`src/rtl/uart_rx.sv`:
```
// UART receiver: two-flop line synchroniser, start-bit validation at mid-bit,
// centre sampling of each data bit and stop-bit framing check.
module uart_rx #(
  parameter int OVERSAMPLE = 16,
  parameter int DATA_BITS  = 8
) (
  input  logic                 clk,
  input  logic                 rst,
  input  logic                 tick,
  input  logic                 rxd,
  output logic [DATA_BITS-1:0] data,
  output logic                 data_valid,
  output logic                 frame_error,
  output logic                 busy
);

  localparam int CW = $clog2(OVERSAMPLE);
  localparam int BW = $clog2(DATA_BITS + 1);

  localparam logic [CW-1:0] HALF_LAST = CW'(OVERSAMPLE / 2 - 1);
  localparam logic [CW-1:0] FULL_LAST = CW'(OVERSAMPLE - 1);
  localparam logic [BW-1:0] LAST_BIT  = BW'(DATA_BITS - 1);

  typedef enum logic [2:0] {IDLE, START, DATA, STOP, WAIT_IDLE} state_e;

  state_e                 state_q, state_d;
  logic [CW-1:0]          tickCnt_q, tickCnt_d;
  logic [BW-1:0]          bitIdx_q, bitIdx_d;
  logic [DATA_BITS-1:0]   shift_q, shift_d;
  logic [DATA_BITS-1:0]   data_q, data_d;
  logic                   valid_q, valid_d;
  logic                   ferr_q, ferr_d;
  logic                   rxdMeta_q, rxdSync_q;

  always_ff @(posedge clk) begin
    if (rst) begin
      rxdMeta_q <= 1'b1;
      rxdSync_q <= 1'b1;
      state_q   <= IDLE;
      tickCnt_q <= '0;
      bitIdx_q  <= '0;
      shift_q   <= '0;
      data_q    <= '0;
      valid_q   <= 1'b0;
      ferr_q    <= 1'b0;
    end else begin
      rxdMeta_q <= rxd;
      rxdSync_q <= rxdMeta_q;
      state_q   <= state_d;
      tickCnt_q <= tickCnt_d;
      bitIdx_q  <= bitIdx_d;
      shift_q   <= shift_d;
      data_q    <= data_d;
      valid_q   <= valid_d;
      ferr_q    <= ferr_d;
    end
  end

  always_comb begin
    state_d   = state_q;
    tickCnt_d = tickCnt_q;
    bitIdx_d  = bitIdx_q;
    shift_d   = shift_q;
    data_d    = data_q;
    valid_d   = 1'b0;
    ferr_d    = 1'b0;

    unique case (state_q)
      IDLE: begin
        if (tick && !rxdSync_q) begin
          state_d   = START;
          tickCnt_d = '0;
        end
      end

      START: begin
        if (tick) begin
          if (tickCnt_q == HALF_LAST) begin
            tickCnt_d = '0;
            if (!rxdSync_q) begin
              state_d  = DATA;
              bitIdx_d = '0;
            end else begin
              state_d = IDLE;
            end
          end else begin
            tickCnt_d = tickCnt_q + CW'(1);
          end
        end
      end

      DATA: begin
        if (tick) begin
          if (tickCnt_q == FULL_LAST) begin
            shift_d   = {rxdSync_q, shift_q[DATA_BITS-1:1]};
            tickCnt_d = '0;
            bitIdx_d  = bitIdx_q + BW'(1);
            if (bitIdx_q == LAST_BIT) begin
              state_d = STOP;
            end
          end else begin
            tickCnt_d = tickCnt_q + CW'(1);
          end
        end
      end

      STOP: begin
        if (tick) begin
          if (tickCnt_q == FULL_LAST) begin
            tickCnt_d = '0;
            if (rxdSync_q) begin
              data_d  = shift_q;
              valid_d = 1'b1;
              state_d = IDLE;
            end else begin
              ferr_d  = 1'b1;
              state_d = WAIT_IDLE;
            end
          end else begin
            tickCnt_d = tickCnt_q + CW'(1);
          end
        end
      end

      // Checked every clock so a held-low break is never re-decoded as frames.
      WAIT_IDLE: begin
        if (rxdSync_q) begin
          state_d = IDLE;
        end
      end

      default: state_d = IDLE;
    endcase
  end

  assign data        = data_q;
  assign data_valid  = valid_q;
  assign frame_error = ferr_q;
  assign busy        = (state_q != IDLE);

endmodule

```
`config.mk`:
```
export PLATFORM = sky130hd
export DESIGN_NAME = uart_rx
export DESIGN_NICKNAME = d
export VERILOG_FILES = /design/src/rtl/uart_rx.sv
export SDC_FILE = /design/constraint.sdc
export NUM_CORES = 1
export LEC_CHECK = 0
export ABC_AREA = 1
export CAP_MARGIN = 20
export CORE_UTILIZATION = 54
export CTS_CLUSTER_SIZE = 30
export DETAILED_ROUTE_END_ITERATION = 7
export PLACE_DENSITY_LB_ADDON = 0.05
export SLEW_MARGIN = 20
export SYNTH_ARGS = -nofsm -noshare
export SYNTH_HDL_FRONTEND = slang
export SYNTH_SLANG_ARGS = --single-unit
```
`constraint.sdc`:
```
create_clock -name clk -period 1.6 [get_ports clk]
set_input_delay 0.4 -clock clk [delete_from_list [all_inputs] [get_ports clk]]
set_output_delay 0.4 -clock clk [all_outputs]
set_load 0.01 [all_outputs]
```
==> summary.md <==
| Metric | Value |
|---|---|
| H-tree depth | `2` |
| Worst R2R Path Depth | `9` |
| Synthesis-to-finish area growth | `22.63%` |
| Crit-path max cell delay | `0.52 ns` |
| Crit path depth | `1` |
| CP startpoint kind | `flip-flop` |
| Worst slew margin | `83.39%` |
| Multi-input gate area | `728.2 sq um` |
| Layout cells sized above 1 | `16.52%` |
| Syn_area_per_cell | `7.174 sq um` |
| Vias per cell | `5.083` |
| Crit path cell chain | `clkdlybuf4s50_1` |
| CP Capture Type | `primary output` |
| Sequential area share after synthesis | `44.36%` |
| Fin Hold WS | `0.4178 ns` |
| Tightest Pin Transition | `0.2468 ns` |
| Sequential cell area | `621.8 sq um` |
| CTS Root Cell | `clkbuf_4` |
| Power Density | `1217 nW/um^2` |
| CTS max path bufs | `2` |
| Hold crit path type | `reg2reg` |
| Max Transition Viols Final | `0` |
| Io pins | `15` |
| Routed Antenna Nets | `0` |
| VDD IR max | `0.9849 mV` |
| Pin count of the biggest net entering global routing | `22` |
| Met3 WL | `90 microns` |
| Post-CTS setup buffer count | `0` |
| Vias in the first global route | `1215` |
| Avg WL per Cell | `11.20 microns` |
| Top layer in use | `met4` |
| Chip Width | `52.90 microns` |
| Family with the most delay on the worst path | `buffers and inverters` |
| Vias | `1291` |
| Worst reg2reg path startpoint | `tickCnt_q[1]` |
| Port Buffers | `14` |
| Max Fanout on Critical Path | `1` |
| Core Box Area | `2455 sq um` |
| Synthesis Warnings | `0` |
| Grt total ovfl | `0` |
| CP Data Arrival Time | `1.16 ns` |
| Final Skew | `0.004538 ns` |
| Worst r2r dst | `bitIdx_q[1]` |
| All-Layer GR Usage | `24.02%` |
| CTS tree | `built` |
| Commonest non-fill, non-tap cell in the layout | `nor2_1` |
| Mapped cell area | `1399 sq um` |
| Non-filler cells, final | `254` |
| Final setup viols | `0` |
| Hold Vio Cnt, Final | `0` |
| Nets@finish | `229` |
| Min Tclk post-route | `1.556 ns` |
| Synthesized Nets | `201` |
| Worst Hold Path Cells | `1` |
| Outcome | `complete, no violations` |
| Diode count | `0` |
| Metal2 WL | `1395 microns` |
| Final core occ | `69.88%` |
| Tcrit/Tclk final | `97.25%` |
| Die ar. | `2798 sq um` |
| Synth Register Bits | `31` |
| Wl on met1 | `1318 microns` |
| Min-Delay Startpoint | `rxdMeta_q` |
| Fill cells | `213` |
| Starting density of the core | `56.98%` |
| F_max | `642.7 MHz` |
| # rows | `18` |
| Buffers & Inverters on Critical Path | `1` |
| Total CTS buffers | `5` |
| RSZ-0062 raised after global routing | `no` |
| Post-Synthesis Cells | `195` |
| Crit path kind | `reg2out` |
| Worst Hold End | `rxdSync_q` |
| GPL Wtd Cong | `0.8100` |
| DR iter-0 viols | `18` |
| Worst EP required | `1.20 ns` |
| Placed Cells | `246` |
| Most frequent cells in the layout | `nor2_1 (49), nand2_1 (34), dfxtp_1 (30)` |
| First-pass GRT wire length | `4940 microns` |
| Clk sinks | `31` |
| Lkg Pwr | `0.8350 nW` |
| Hold buffer count at CTS | `0` |
| Initial DRT Pass Iterations | `4` |
| Initial antenna violation count | `0` |
| Maxcap violations | `0` |
| Register clock-pin slew on the reported worst setup and hold paths | `0.09 ns` |
| R2R setup slack | `0.14 ns` |
| Routed Wire Length | `2846 microns` |
| Worst skew pair latency | `0.32 ns` |
| Post-route total power | `2.087 mW` |
| Die height | `52.90 microns` |
| DRC errors left | `0` |
| DP HPWL | `2098 microns` |
| Slowest cell on the critical path | `clkdlybuf4s50_1` |
| Synth cell types | `24` |
## state kept, by name, indices dropped and copies added, names as in the netlist, 3 cells and up
name and flops:
data 8, shift_q 8, bitIdx_q 4, tickCnt_q 4
state_q 3
## report_power, final
part | internal [mW] | total, mW | switching (mW)
clock network | 0.171 | 0.426 | 0.255
registers | 0.820 | 0.864 | 0.0432
logic | 0.293 | 0.797 | 0.504
total | 1.28 | 2.09 | 0.802
## through the flow
step | worst slack [ns] | area [sq um] | TNS (ns)
floorplan | 0.1603 | 1399 | 0
global placement | -0.1747 | 1653 | -3.502
detailed placement | -0.2247 | 1653 | -4.352
CTS | 0.003554 | 1694 | 0
global route | 0.008257 | 1715 | 0
finish | 0.04402 | 1715 | 0
## cell type report
class | count | area share (%)
clock buffers | 7 | 2.626
clock inverters | 1 | 0.2918
inverters | 15 | 3.282
multi-input cells | 146 | 42.45
flip-flops and latches | 31 | 36.25
well taps | 30 | 2.188
repair buffers | 24 | 12.91
## routing by layer
layer	global-route usage, %	up-vias
li1	-	688
met1	27.96	579
met2	41.14	18
met3	6.322	6
met4	10.09	0
met5	0	-
## cells by family after synthesis
logic type	share of synthesized area, %
simple gates	38.46
xor+xnor	0.6262
buf+inv	4.830
flops	44.37
compound gates	9.929
fa+ha+maj	1.789
## timing repair
item | CTS | global route
cloned | 0 | 0
pin swaps | 0 | 1
setup endpoints to repair | 9 | 18
hold endpoints to repair | 0 | 0
resized for setup | 10 | 6
## worst max path at each step
stage	startpoint	to	slack, ns
global placement	tick	state_q[1]	-0.17
global route	tickCnt_q[1]	bitIdx_q[1]	0.008
floorplan	tickCnt_q[0]	data[0]	0.16
finish	frame_error	frame_error	0.04
detailed placement	tick	shift_q[5]	-0.22
CTS	data_valid	data_valid	0.004
## cell usage after synthesis (all sizes together)
library cell	count	area, sq um
a211oi	1	7.510
a21oi	8	51.30
clkbuf	3	11.26
dfxtp	31	620.6
ha	2	25.02
inv	15	56.31
nand2	38	150.2
nand3	17	90.09
nand3b	1	7.510
nand4	4	31.28
nor2	53	216.5
nor3	1	16.27
nor3b	1	7.510
nor4	1	6.260
o21ai	16	80.08
or2	2	12.51
xnor2	1	8.760
No activity file was read; power rests on OpenSTA's default activity.
